### src/rtl/pll_phase_ctrl.sv
// Dynamic phase-shift sequencer for the ECP5 EHXPLLL: gates system reset on stable lock,
// issues PHASESTEP/PHASELOADREG strobes and tracks the phase position of each PLL output.
module pll_phase_ctrl #(
    parameter logic [15:0] LOCK_WAIT = 16'd1024,
    parameter int          SETUP_CYC = 4,
    parameter int          PULSE_CYC = 2,
    parameter int          GAP_CYC   = 4,
    parameter int          PHASE_MOD = 48
) (
    input  logic        clkin,
    input  logic        reset_n,
    input  logic        pll_locked,
    input  logic        req_valid,
    output logic        req_ready,
    input  logic [1:0]  req_sel,
    input  logic        req_dir,
    input  logic [5:0]  req_steps,
    output logic [1:0]  phasesel,
    output logic        phasedir,
    output logic        phasestep,
    output logic        phaseloadreg,
    output logic        done,
    output logic        lock_lost,
    output logic        sys_reset_n,
    output logic [23:0] phase_pos
);

    localparam logic [15:0] LOCK_LAST  = LOCK_WAIT - 16'd1;
    localparam logic [15:0] SETUP_LAST = 16'(SETUP_CYC - 1);
    localparam logic [15:0] PULSE_LAST = 16'(PULSE_CYC - 1);
    localparam logic [15:0] GAP_LAST   = 16'(GAP_CYC - 1);
    localparam logic [5:0]  POS_MAX    = 6'(PHASE_MOD - 1);

    typedef enum logic [2:0] {
        WAIT_LOCK, STABLE, IDLE, SETUP, STEP_LO, STEP_HI, LOAD, SETTLE
    } state_t;

    state_t          state;
    logic            lockMeta, lockS;
    logic [15:0]     cnt;
    logic [5:0]      remaining;
    logic [3:0][5:0] phasePos;
    logic [5:0]      curPos, stepPos;

    assign phase_pos = phasePos;

    always_ff @(posedge clkin or negedge reset_n) begin
        if (!reset_n) begin
            lockMeta <= 1'b0;
            lockS    <= 1'b0;
        end else begin
            lockMeta <= pll_locked;
            lockS    <= lockMeta;
        end
    end

    always_comb begin
        curPos = phasePos[phasesel];
        if (phasedir) stepPos = (curPos == POS_MAX) ? 6'd0 : curPos + 6'd1;
        else          stepPos = (curPos == 6'd0) ? POS_MAX : curPos - 6'd1;
    end

    always_ff @(posedge clkin or negedge reset_n) begin
        if (!reset_n) begin
            state        <= WAIT_LOCK;
            cnt          <= '0;
            remaining    <= '0;
            phasePos     <= '0;
            phasesel     <= 2'b00;
            phasedir     <= 1'b1;
            phasestep    <= 1'b1;
            phaseloadreg <= 1'b1;
            req_ready    <= 1'b0;
            done         <= 1'b0;
            lock_lost    <= 1'b0;
            sys_reset_n  <= 1'b0;
        end else begin
            done      <= 1'b0;
            lock_lost <= 1'b0;
            // sys_reset_n doubles as the "IDLE has been reached" flag for lock-loss reporting
            if (sys_reset_n && !lockS) begin
                state        <= WAIT_LOCK;
                cnt          <= '0;
                phasestep    <= 1'b1;
                phaseloadreg <= 1'b1;
                req_ready    <= 1'b0;
                lock_lost    <= 1'b1;
                sys_reset_n  <= 1'b0;
            end else begin
                case (state)
                    WAIT_LOCK: begin
                        cnt <= '0;
                        if (lockS) state <= STABLE;
                    end
                    STABLE: begin
                        if (!lockS) begin
                            state <= WAIT_LOCK;
                            cnt   <= '0;
                        end else if (cnt == LOCK_LAST) begin
                            state       <= IDLE;
                            cnt         <= '0;
                            sys_reset_n <= 1'b1;
                            req_ready   <= 1'b1;
                        end else begin
                            cnt <= cnt + 16'd1;
                        end
                    end
                    IDLE: begin
                        if (req_valid) begin
                            phasesel  <= req_sel;
                            phasedir  <= req_dir;
                            remaining <= req_steps;
                            cnt       <= '0;
                            if (req_steps == 6'd0) begin
                                done <= 1'b1;
                            end else begin
                                state     <= SETUP;
                                req_ready <= 1'b0;
                            end
                        end
                    end
                    SETUP: begin
                        if (cnt == SETUP_LAST) begin
                            state     <= STEP_LO;
                            cnt       <= '0;
                            phasestep <= 1'b0;
                        end else begin
                            cnt <= cnt + 16'd1;
                        end
                    end
                    STEP_LO: begin
                        if (cnt == PULSE_LAST) begin
                            state              <= STEP_HI;
                            cnt                <= '0;
                            phasestep          <= 1'b1;
                            remaining          <= remaining - 6'd1;
                            phasePos[phasesel] <= stepPos;
                        end else begin
                            cnt <= cnt + 16'd1;
                        end
                    end
                    STEP_HI: begin
                        if (cnt == GAP_LAST) begin
                            cnt <= '0;
                            if (remaining != 6'd0) begin
                                state     <= STEP_LO;
                                phasestep <= 1'b0;
                            end else begin
                                state        <= LOAD;
                                phaseloadreg <= 1'b0;
                            end
                        end else begin
                            cnt <= cnt + 16'd1;
                        end
                    end
                    LOAD: begin
                        if (cnt == PULSE_LAST) begin
                            state        <= SETTLE;
                            cnt          <= '0;
                            phaseloadreg <= 1'b1;
                        end else begin
                            cnt <= cnt + 16'd1;
                        end
                    end
                    SETTLE: begin
                        if (cnt == GAP_LAST) begin
                            state     <= IDLE;
                            cnt       <= '0;
                            done      <= 1'b1;
                            req_ready <= 1'b1;
                        end else begin
                            cnt <= cnt + 16'd1;
                        end
                    end
                    default: state <= WAIT_LOCK;
                endcase
            end
        end
    end

endmodule

### config.mk
export PLATFORM = sky130hd
export DESIGN_NAME = pll_phase_ctrl
export DESIGN_NICKNAME = d
export VERILOG_FILES = /design/src/rtl/pll_phase_ctrl.sv
export SDC_FILE = /design/constraint.sdc
export NUM_CORES = 1
export LEC_CHECK = 0
export BUFFER_PORTS_ARGS = -buffer_cell sky130_fd_sc_hd__buf_4
export CELL_PAD_IN_SITES_DETAIL_PLACEMENT = 1
export CELL_PAD_IN_SITES_GLOBAL_PLACEMENT = 1
export CORE_MARGIN = 5
export CORE_UTILIZATION = 41
export DETAILED_ROUTE_END_ITERATION = 7
export PLACE_DENSITY = 0.75
export SYNTH_ARGS = -nofsm -noshare
export SYNTH_HDL_FRONTEND = slang
export SYNTH_SLANG_ARGS = --single-unit
### constraint.sdc
create_clock -name clkin -period 2.5 [get_ports clkin]
set_clock_uncertainty 0.2 [all_clocks]
set_input_delay 0.5 -clock clkin [delete_from_list [all_inputs] [get_ports clkin]]
set_output_delay 0.5 -clock clkin [all_outputs]
set_load 0.05 [all_outputs]
-- Word level (Yosys, flattened, before mapping)
Index checks and enable logic that the tools add are counted.
- register bits: 60
- bits of input ports: 13
- output and inout port bits: 33
- word-level logic and storage cells: 130
- $add $sub $neg: 4
- $lt $le $gt $ge: 2
- eq/ne operators: 26
- mux-type cells: 56
- bitwise gates (word level): 1
- reduce and logical (&&, ||, !) cells: 24
- operator list (cell ; count):
    $mux 16 ; 6
    $pmux 16 s5 ; 1
    $mux 6 ; 7
    $ne 3x3->1 const B ; 12
    $mux 3 ; 11
    $bwmux 24 ; 1
    $pmux 3 s8 ; 1
    $mux 1 ; 21
    $add 16x1->16 const B ; 1
    $eq 16x1->1 const B ; 1
    $eq 16x10->1 const B ; 1
    $eq 16x2->1 const B ; 1
    $bmux 6 s2 ; 1
    $demux 6 s2 ; 1
    $eq 3x3->1 const B ; 4
    $logic_not 6->1 ; 2
    $pmux 6 s2 ; 1
    $sub 6x1->6 const B ; 2
    $reduce_and 3->1 ; 3
    $reduce_and 9->1 ; 1
    $reduce_and 4->1 ; 2
    $reduce_bool 2->1 ; 4
    $reduce_bool 4->1 ; 2
    $add 6x1->6 const B ; 1
    20 further kinds ; 25

-- Depth between registers and ports, before layout
Gate-level depths: netlist of the first run.
- depth in word-level cells: 6
- gate-level depth with buffers: 10
- depth with buffers taken out: 8

-- Least setup slack after synthesis of the first run
Ideal clock, no wire load.
- kind: reg-to-reg
- start point: register phasesel[0]
- end point: register phasePos (netlist bit phase_pos[10])
- library setup time: 0.125 ns
- data arrival time: 2.485 ns
- data required time: 2.175 ns
- slack: -0.309 ns
- stages on the path, launching flop included: 10
- path buffers: 1
- period minus slack after synthesis: 2.809 ns
- cells stage by stage: dfrtp_1 buf_6 mux4_2 inv_1 ha_1 nand2b_1 and4b_1 a211oi_1 a21oi_1 mux2_2
- cells in the longest elaborated chain, start to end: 6
- elaborated cells on any way between the ends: 15
- those cells by class: add/sub: 2; order compare: 2; eq/ne: 1; mux: 8; reduce/logical: 2
- ends and longest elaborated chain (element ; RTL line ; RTL):
    from (decl) ; 18 ; output logic [1:0] phasesel,
    from (signal assigned) ; 110 ; phasesel <= req_sel;
    $bmux 6 s2 ; 58 ; curPos = phasePos[phasesel];
    $mux 6 (not written as such) ; 58 ;
    $sub 6x1->6, or another cell as far along ; 60 ; else stepPos = (curPos == 6'd0) ? POS_MAX : curPos - 6'd1;
    $mux 6, on equally long branches ; 60, 59 ;
    $mux 6 ; 59 ; if (phasedir) stepPos = (curPos == POS_MAX) ? 6'd0 : curPos + 6'd1;
    $bwmux 24 (*) ; 137 ; phasePos[phasesel] <= stepPos;
    to (signal, indexed assignment) ; 137 ;
    to (decl) ; 42 ; logic [3:0][5:0] phasePos;
Mark *: on every way between the ends. The rest lies on a longest branch, timed or not. The select of a mux whose other input is x is not followed.
A chain may end at the register's enable or synchronous reset.

-- Worst setup path in the final report of the first run
- start point: register phasesel[0]
- end point: register phasePos (netlist bit phase_pos[16])
The elaborated chain is that of the path after synthesis.

==> metrics, run 1 <==
outcome=complete, no violations; CTS root buffer=clkbuf_8; Post-Syn Nets=367; PD cells=1220 nW/µm²; # diodes=0; Synth Area per Inst=9.93 µm²; number of distinct library cells after synthesis=61; CTS Sinks=60; Die H=102 µm; Slew Limit Fails=0; main area contributors after synthesis=dfrtp_1, mux2_2, nand2_1, mux4_2, nor2_1; initial core utilization=42.0%; Sequential cell area=1510 µm²; DR vias=3123; Core Rows=33; worst rel slew slack=61.1%; CTS tree=done; element type at the critical path end=flip-flop; Multi-input gate area=1950 µm²; Mapped Area=3450 µm²; Post-DP Area=4160 µm²; Clk Latency, worst-skew pair=0.35 ns; Final Util=54.6%; number of synthesis warnings=0; flops & latches, synth=60; top cell type's share of synthesized area=41.3%; DR DRC count=0; most frequent cells after synthesis=dfrtp_1, nand2_1, nor2_1; Worst EP arrival=2.53 ns; initial antenna violation count=0; EDFF count, synth=0; global route overflow=0; P_leak=2.06 nW; leading area contributor after synthesis=dfrtp_1; Achievable Freq=400 MHz; post-synthesis async set-or-reset flop share=100%; initial drt markers=100; Crit Path Category=reg2reg; Die Wd=102 µm; Gate power share=55.3%; finished layout cell area=4490 µm²; Seq pwr share=28.7%; Top FF cell, synth=dfrtp_1; switching pwr=2.56 mW; Total Wirelength=10300 µm; cell with the most instances after synthesis=dfrtp_1; Cells after Synth=348; setup violators final=0; switching share of total power=46.8%; Inserted Clock Buffers=9; IO buf count=45; largest net degree at the start of global routing=43; Layout Nets=448; setup slack after layout=0.00262 ns; Final Hold Viols=0; Routed WL per cell=19.1 µm; H-tree depth=3; Worst-Margin Slew=0.584 ns; GP Congestion=0.863; critical path fanouts, max=7; Overall Global Routing Usage=21.1%; clock buffer depth=2; unrepaired setup endpoints after global routing=yes; fillers=955; layout cell share with drive strength beyond 1=38.2%; HPWL after DPL=7360 µm; sequential-to-total area share from yosys stat=43.6%; Place WS=-0.0794 ns; Setup crit start kind=flip-flop; mean number of vias per cell=5.79; min cycle time layout=2.50 ns; IO Pins=46; clock share of power=16.0%; CTS clock-pin slew for the worst setup and hold paths=0.07 ns; vias in the first global route=3359; Int Pwr=2.91 mW; Critical Path RT=2.53 ns; Core Area=8220 µm²; VDD IR-drop max=0.399 mV; Hold WC Path Type=in2reg; Max Cap Viol=0; Area Growth Syn to Fin=29.9%; post-route ant nets=0; die area=10400 µm²; global-route wire length before repair=17000 µm; Pre-Repair DR Iteration Count=4; period utilisation layout=99.9%
-- metal layers --
layer	track usage, %	share of wire [%]	up-vias
li1	-	-	1439
met4	8.59	2.2	0
met3	3.58	3.3	21
met5	0	0	-
met1	26.1	44	1589
met2	36.5	51	74
-- logic make-up (layout without fill, tap and decap cells) --
kind of cell	after synthesis	after routing	synth area share (%)
and+or+nand+nor	135	135	20.7
AOI/OAI and AO/OA	79	79	14.9
DFF	60	60	43.6
muxes	36	37	13.7
buffers and inverters	26	111	3.48
adders and majority gates	6	6	2.17
xor gates and xnor gates	6	6	1.52
-- worst max-delay path, stage by stage, from the launching register on --
cell,delay (ns)
dfrtp_2,0.48
mux4_2,0.62
inv_2,0.12
ha_4,0.14
nand2b_1,0.05
and4b_1,0.20
a211oi_2,0.19
a21oi_2,0.09
mux2_2,0.29
-- final timing paths --
check	from	to	slack (ns)	cells after the start
max in group asynchronous	reset_n	cnt[3]$_DFFE_PN0P_	1.10	3
min in group asynchronous	reset_n	cnt[12]$_DFFE_PN0P_	0.49	2
worst max-delay path	phasesel[0]$_DFFE_PN0P_	phase_pos[16]$_DFFE_PN0P_	0.003	8
worst min-delay path	pll_locked	lockMeta$_DFF_PN0_	0.05	1
worst min register to register	lockMeta$_DFF_PN0_	lockS$_DFF_PN0_	0.16	0
worst max register to register	phasesel[0]$_DFFE_PN0P_	phase_pos[16]$_DFFE_PN0P_	0.003	8
-- flip-flops by register name, indices dropped and copies added, names as in the netlist --
signal	cells
lock_lost	1
sys_reset_n	1
phasedir	1
remaining	6
phaseloadreg	1
lockS	1
phasestep	1
phasesel	2
state	3
done	1
phase_pos	24
cnt	16
lockMeta	1
req_ready	1
-- cell type report --
class | count | area share [%]
tap | 105 | 2.93
timing repair buffer | 85 | 14.8
clock buffer | 9 | 2.76
sequential | 60 | 33.6
multi-input combinational | 263 | 43.5
inverter | 10 | 0.836
clock inverter | 7 | 1.51
-- what timing repair did --
item,4_1_cts,5_1_grt
pin swaps,0,1
endpoints found under the hold margin,38,0
setup buffers,2,2
gates resized for setup,3,18
hold buffers,1,0
setup endpoints to repair,24,33
gates cloned,0,1
-- metrics by stage --
step | std cells | TNS (ns) | hold slack [ns] | power [mW]
3_5_place_dp | 517 | -0.661 | 0.144 | 4.40
4_1_cts | 536 | 0 | 0.0362 | 5.37
6_report | 539 | 0 | 0.0524 | 5.47
2_1_floorplan | 348 | -0.295 | 0.00441 | 3.48
3_3_place_gp | 517 | 0 | 0.134 | 4.27
5_1_grt | 539 | -0.991 | 0.0378 | 5.82
-- power by group through the flow --
stage / clock (mW) / combinational [mW] / sequential, mW
after floorplan: 0 / 1.51 / 1.96
after global placement: 0 / 2.72 / 1.55
after detailed placement: 0 / 2.82 / 1.57
after CTS: 0.902 / 2.90 / 1.56
after global routing: 0.946 / 3.26 / 1.61
final: 0.875 / 3.02 / 1.57
-- layout by cell type (no fill, tap or decap), drive strengths merged, types with 3 or more instances in the layout --
cell and count:
a211oi 3, a21o 4, a21oi 22, a22o 3
a31oi 9, a41oi 5, and2 6, and3 4
buf 84, clkbuf 9, clkinv 3, clkinvlp 3
dfrtp 57, dfstp 3, ha 6, inv 10
mux2 26, mux2i 4, mux4 7, nand2 36
nand2b 10, nand3 15, nand4 4, nor2 30
nor3 10, nor4 6, o21ai 15, o22ai 3
xnor2 3, xor2 3
No activity file was read; power rests on OpenSTA's default activity.
==> run 2: changes to the inputs <==
--- a/config.mk
+++ b/config.mk
@@ -5,13 +5,14 @@
 export SDC_FILE = /design/constraint.sdc
 export NUM_CORES = 1
 export LEC_CHECK = 0
+export ABC_AREA = 1
 export BUFFER_PORTS_ARGS = -buffer_cell sky130_fd_sc_hd__buf_4
 export CELL_PAD_IN_SITES_DETAIL_PLACEMENT = 1
 export CELL_PAD_IN_SITES_GLOBAL_PLACEMENT = 1
 export CORE_MARGIN = 5
-export CORE_UTILIZATION = 41
+export CORE_UTILIZATION = 38
 export DETAILED_ROUTE_END_ITERATION = 7
-export PLACE_DENSITY = 0.75
+export PLACE_DENSITY = 0.74
 export SYNTH_ARGS = -nofsm -noshare
 export SYNTH_HDL_FRONTEND = slang
 export SYNTH_SLANG_ARGS = --single-unit
==> metrics, run 2 <==
slowest cell on the critical path=dfrtp_1 (was mux4_2); largest net degree at the start of global routing=61 (was 43); Worst-Margin Slew=0.788 ns (was 0.584 ns); # diodes=0 (unchanged); element type at the critical path end=flip-flop (unchanged); HPWL after DPL=8510 µm (was 7360 µm); period utilisation layout=92.5% (was 99.9%); most frequent cells after synthesis=nand2_1, dfrtp_1, inv_1, nor2_1, nand3_1 (was dfrtp_1, nand2_1, nor2_1); leading area contributor after synthesis=dfrtp_1 (unchanged); most frequent cells in the layout=nand2_1, dfrtp_1, buf_4 (was buf_4, dfrtp_1, nand2_1); DR vias=3628 (was 3123); setup violators final=0 (unchanged); Max Cap Viol=0 (unchanged); Achievable Freq=433 MHz (was 400 MHz); PD cells=1250 nW/µm² (was 1220 nW/µm²); P_leak=2.25 nW (was 2.06 nW); Setup crit start kind=flip-flop (unchanged); EDFF count, synth=0 (unchanged); Slew Limit Fails=0 (unchanged); main area contributors after synthesis=dfrtp_1, nand2_1, inv_1, nor2_1, nand3_1 (was dfrtp_1, mux2_2, nand2_1, mux4_2, nor2_1); Crit Path Category=reg2reg (unchanged); IO Pins=46 (unchanged); flops & latches, synth=60 (unchanged); Worst EP arrival=2.35 ns (was 2.53 ns); reg2reg setup slack=0.19 ns (was 0.003 ns); max reg flops=24 (unchanged); cell with the most instances after synthesis=nand2_1 (was dfrtp_1); global-route wire length before repair=18900 µm (was 17000 µm); Die Wd=110 µm (was 102 µm); Routed WL per cell=16.0 µm (was 19.1 µm); Core Rows=36 (was 33); Post-Syn Nets=538 (was 367); global route overflow=0 (unchanged); Top FF cell, synth=dfrtp_1 (unchanged); initial core utilization=38.7% (was 42.0%); Cells after Synth=519 (was 348); Critical Path RT=2.54 ns (was 2.53 ns); CTS tree=done (unchanged); Core Area=9730 µm² (was 8220 µm²); RR Startpoint=phasesel[0]$_DFFE_PN0P_ (unchanged); VDD IR-drop max=0.562 mV (was 0.399 mV); Synth Area per Inst=7.25 µm² (was 9.93 µm²); vias in the first global route=3742 (was 3359); outcome=complete, no violations (unchanged); Hold WC Path Type=in2async (was in2reg); clock buffer depth=2 (unchanged); crit-path max cell delay=0.43 ns (was 0.62 ns); Sum Neg Setup Slack=0 ns (unchanged); IO buf count=45 (unchanged); crit-path cells=buf_6, buf_4, nand2_1, nand2_1, nand2_1, nand2_1, inv_2, ha_1, o21ai_1, o21ai_1 (was mux4_2, inv_2, ha_4, nand2b_1, and4b_1, a211oi_2, a21oi_2, mux2_2); Overall Global Routing Usage=20.4% (was 21.1%); DR DRC count=0 (unchanged); GP Congestion=0.902 (was 0.863); CTS Sinks=60 (unchanged); Layout Nets=597 (was 448); mean number of vias per cell=5.07 (was 5.79); post-synthesis async set-or-reset flop share=100% (unchanged); reg-to-reg endpoint=phase_pos[1]$_DFFE_PN0P_ (was phase_pos[16]$_DFFE_PN0P_); CTS root buffer=clkbuf_8 (unchanged); worst rel slew slack=47.4% (was 61.1%); commonest non-fill, non-tap cell in the layout=nand2_1 (was buf_4); critical path fanouts, max=6 (was 7); Pre-Repair DR Iteration Count=4 (unchanged); Inserted Clock Buffers=9 (unchanged); unrepaired setup endpoints after global routing=no (was yes); Total Wirelength=11500 µm (was 10300 µm); number of distinct library cells after synthesis=37 (was 61); sequential-to-total area share from yosys stat=40.0% (was 43.6%); min cycle time layout=2.31 ns (was 2.50 ns); H-tree depth=3 (unchanged); number of synthesis warnings=0 (unchanged); CTS clock-pin slew for the worst setup and hold paths=0.07 ns (about the same); layout cell share with drive strength beyond 1=23.3% (was 38.2%); Mapped Area=3760 µm² (was 3450 µm²); Clk Latency, worst-skew pair=0.36 ns (was 0.35 ns); top cell type's share of synthesized area=37.9% (was 41.3%); post-route ant nets=0 (unchanged); Area Growth Syn to Fin=20.2% (was 29.9%); die area=12000 µm² (was 10400 µm²); initial antenna violation count=0 (unchanged); Final Hold Viols=0 (unchanged); Final Util=46.5% (was 54.6%); Die H=110 µm (was 102 µm); FF-to-FF path depth=10 (was 8); initial drt markers=98 (was 100); Crit path top cell by count=nand2_1
run 2: cell count changes after synthesis, sizes merged, moves of 9 or more:
cell and change:
nand2 +172, nand4 +9, o21ai +22, nand2b -10, nor2 +27, xor2 +12, mux2 -26, a21oi -16
nand3 +13, inv +44
run 2: worst max path at each step:
stage / startpoint / to / slack, ns / cells past startpoint
floorplan: phasesel[1]$_DFFE_PN0P_ / phase_pos[22]$_DFFE_PN0P_ / 0.11 / 15
global placement: phasesel[0]$_DFFE_PN0P_ / phase_pos[16]$_DFFE_PN0P_ / 0.21 / 15
detailed placement: phasesel[0]$_DFFE_PN0P_ / phase_pos[11]$_DFFE_PN0P_ / 0.1 / 15
CTS: phasesel[0]$_DFFE_PN0P_ / phase_pos[11]$_DFFE_PN0P_ / 0.08 / 15
global route: phasesel[0]$_DFFE_PN0P_ / phase_pos[16]$_DFFE_PN0P_ / 0.02 / 15
finish: phasesel[0]$_DFFE_PN0P_ / phase_pos[1]$_DFFE_PN0P_ / 0.19 / 10
run 2: cells by family after synthesis:
group	share of synthesized area, %
fa+ha+maj	1.99
buf+inv	7.08
compound gates	9.51
simple gates	37.5
flops	40.0
xor+xnor	3.96
run 2: critical path: cells and delay by family (launching register included):
family | cells | cell delay, ns
compound gates | 2 | 0.51
fa+ha+maj | 1 | 0.34
buf+inv | 3 | 0.35
flops | 1 | 0.43
simple gates | 4 | 0.35
run 2: routing by layer:
| layer | vias up | wire length [µm] | track usage [%] |
|---|---|---|---|
| met3 | 22 | 438 | 4.05 |
| met2 | 56 | 5860 | 34.1 |
| met4 | 0 | 222 | 8.01 |
| li1 | 1774 | - | - |
| met5 | - | 0 | 0 |
| met1 | 1776 | 4950 | 25.8 |
run 2: where the power goes:
part	switching (mW)	internal, mW	total, mW
Combinational	2.19	0.974	3.17
Clock	0.434	0.584	1.02
Sequential	0.255	1.23	1.49
Total	2.88	2.79	5.67
run 2: area by class of cell:
type | count | area (µm²)
Clock buffer | 11 | 141
Inverter | 55 | 209
Clock inverter | 5 | 75.1
Timing Repair Buffer | 56 | 424
Multi-Input combinational cell | 396 | 2000
Fill cell | 1260 | 5200
Tap cell | 133 | 166
Sequential cell | 60 | 1510
run 2: what timing repair did:
item / 4_1_cts / 5_1_grt
setup buffers: 0 / 5
gates resized for setup: 0 / 6
hold buffers: 0 / 0
endpoints found under the hold margin: 0 / 0
setup endpoints to repair: 0 / 15
run 2: metrics by stage:
stage	instance area (µm²)	hold slack [ns]	total power, mW	cells	worst slack [ns]
2_1_floorplan	3760	0.00441	3.70	519	0.106
3_3_place_gp	4250	0.138	4.45	695	0.206
3_5_place_dp	4250	0.138	4.56	695	0.0956
4_1_cts	4470	0.0291	5.60	711	0.0751
5_1_grt	4530	0.0342	6.05	716	0.0233
6_report	4530	0.0177	5.67	716	0.188
==> run 3: changes to the inputs <==
--- a/config.mk
+++ b/config.mk
@@ -13,6 +13,7 @@
 export CORE_UTILIZATION = 38
 export DETAILED_ROUTE_END_ITERATION = 7
 export PLACE_DENSITY = 0.74
+export RECOVER_POWER = 50
 export SYNTH_ARGS = -nofsm -noshare
 export SYNTH_HDL_FRONTEND = slang
 export SYNTH_SLANG_ARGS = --single-unit
==> metrics, run 3 (synthesis results as in run 2) <==
CTS root buffer=clkbuf_8 (unchanged); switching share of total power=51.3% (was 50.8%); global route overflow=0 (unchanged); CTS tree=done (unchanged); CTS clock-pin slew for the worst setup and hold paths=0.07 ns (about the same); Crit path top cell by count=nand2_1 (unchanged); Final Hold Viols=0 (unchanged); H-tree depth=3 (unchanged); failing checks=capacitance limit, slew limit; Layout Nets=597 (unchanged); unrepaired setup endpoints after global routing=no (unchanged); HPWL after DPL=8510 µm (unchanged); period utilisation layout=92.6% (was 92.5%); die area=12000 µm² (unchanged); Post-CTS Hold Buffers=0 (unchanged); Crit Path Category=reg2reg (unchanged); Worst-Margin Slew=1.55 ns (was 0.788 ns); slowest cell on the critical path=dfrtp_1 (unchanged); Core Rows=36 (unchanged); switching pwr=2.88 mW (about the same); largest net degree at the start of global routing=61 (unchanged); setup violators final=0 (unchanged); Achievable Freq=432 MHz (was 433 MHz); outcome=finished with violations (was complete, no violations); vias in the first global route=3742 (unchanged); Total Wirelength=11500 µm (about the same); Slew Limit Fails=61 (was 0); Sum Neg Setup Slack=0 ns (unchanged); met1 Resource Use GR=25.8% (unchanged); Pre-Repair DR Iteration Count=4 (unchanged); DR vias=3630 (was 3628); Die Wd=110 µm (unchanged); Seq pwr share=26.5% (was 26.3%); met2 Resource Use GR=34.1% (unchanged); initial antenna violation count=0 (unchanged); Clk Latency, worst-skew pair=0.36 ns (about the same); DR DRC count=0 (unchanged); post-route ant nets=0 (unchanged); global-route wire length before repair=18900 µm (unchanged); Int Pwr=2.74 mW (was 2.79 mW); fillers=1269 (was 1260); element type at the critical path end=flip-flop (unchanged); Gate power share=55.4% (was 55.8%); mean number of vias per cell=5.07 (about the same); # diodes=0 (unchanged); Top Usage Layer GRT=met2 (unchanged); IO Pins=46 (unchanged); commonest non-fill, non-tap cell in the layout=nand2_1 (unchanged); Worst EP arrival=2.35 ns (about the same); layout cell share with drive strength beyond 1=20.9% (was 23.3%); IO buf count=45 (unchanged); Critical Path RT=2.54 ns (about the same); overall power=5.62 mW (was 5.67 mW); Max Cap Viol=1 (was 0); Setup crit start kind=flip-flop (unchanged); max reg flops=24 (unchanged); worst rel slew slack=-3.37% (was 47.4%); Routed WL per cell=16.0 µm (about the same); finished layout cell area=4470 µm² (was 4530 µm²); Hold WC Path Type=in2reg (was in2async); crit-path max cell delay=0.43 ns (about the same); worst hold margin=0.0634 ns (was 0.0177 ns); Core Area=9730 µm² (unchanged); crit-path cells=buf_6, buf_4, nand2_1, nand2_1, nand2_1, nand2_1, inv_2, ha_1, o21ai_1, o21ai_1 (unchanged); CTS Sinks=60 (unchanged); clock share of power=18.1% (was 17.9%); critical path fanouts, max=6 (unchanged); GP Congestion=0.902 (unchanged); most frequent cells in the layout=nand2_1, dfrtp_1, inv_1 (was nand2_1, dfrtp_1, buf_4); Area Growth Syn to Fin=18.9% (was 20.2%); initial core utilization=38.7% (unchanged); initial drt markers=98 (unchanged); Inserted Clock Buffers=9 (unchanged); Overall Global Routing Usage=20.4% (unchanged); grt met3 use=4.05% (unchanged); clock buffer depth=2 (unchanged); min cycle time layout=2.31 ns (about the same); Final Util=46.0% (was 46.5%); PD cells=1260 nW/µm² (was 1250 nW/µm²); VDD IR-drop max=0.562 mV (about the same); Post-DP Area=4250 µm² (unchanged); Die H=110 µm (unchanged); P_leak=2.20 nW (was 2.25 nW)
[run 3: changes by cell type in the layout (fill, tap and decap cells not counted)]
cell      previous run  this run
buf_4               55        40
clkbuf_1             1        14
clkbuf_2             0         1
clkbuf_4             0         1
inv_1               42        43
inv_2               11        10
[run 3: routing by layer]
metal / vias up / share of wire (%)
met2: 56 / 51
met5: - / 0
li1: 1772 / -
met4: 0 / 1.9
met1: 1780 / 43
met3: 22 / 3.9
[run 3: worst max-delay path: cells and delay by family (launching register included)]
kind                       cells  cell delay, ns
and+or+nand+nor                4            0.35
buffers and inverters          3            0.35
DFF                            1            0.43
adders and majority gates      1            0.34
AOI/OAI and AO/OA              2            0.51
[run 3: stage by stage]
step | cells | setup slack [ns]
finish | 716 | 0.186
global route | 716 | 0.0234
CTS | 711 | 0.0751
detailed placement | 695 | 0.0956
global placement | 695 | 0.206
floorplan | 519 | 0.106
[run 3: timing repair]
item                       4_1_cts  5_1_grt
hold endpoints to repair         0        0
resized for setup                0        6
setup buffers                    0        5
setup endpoints to repair        0       15
[run 3: worst paths after layout]
kind                                          from                         to  slack (ns)  depth (start not counted)
max                        phasesel[0]$_DFFE_PN0P_   phase_pos[1]$_DFFE_PN0P_        0.19                         10
max in group asynchronous                  reset_n       state[1]$_DFFE_PN0P_        0.86                          1
min                                     pll_locked         lockMeta$_DFF_PN0_        0.06                          1
max reg2reg                phasesel[0]$_DFFE_PN0P_   phase_pos[1]$_DFFE_PN0P_        0.19                         10
min in group asynchronous                  reset_n  phase_pos[19]$_DFFE_PN0P_        0.32                          1
min reg2reg                     lockMeta$_DFF_PN0_            lockS$_DFF_PN0_        0.15                          0
[run 3: power groups by stage]
| stage | sequential, mW | combinational [mW] | clock (mW) |
|---|---|---|---|
| floorplan | 1.99 | 1.70 | 0 |
| global placement | 1.49 | 2.96 | 0 |
| detailed placement | 1.51 | 3.05 | 0 |
| CTS | 1.49 | 3.08 | 1.04 |
| global route | 1.53 | 3.39 | 1.08 |
| finish | 1.49 | 3.12 | 1.02 |
[run 3: area by class of cell]
cell class | count | area (µm²) | area share (%)
inverters | 55 | 209 | 4.67
well taps | 133 | 166 | 3.72
repair buffers | 56 | 373 | 8.33
clock buffers | 11 | 141 | 3.16
multi-input cells | 396 | 2000 | 44.8
clock inverters | 5 | 75.1 | 1.68
flip-flops and latches | 60 | 1510 | 33.6
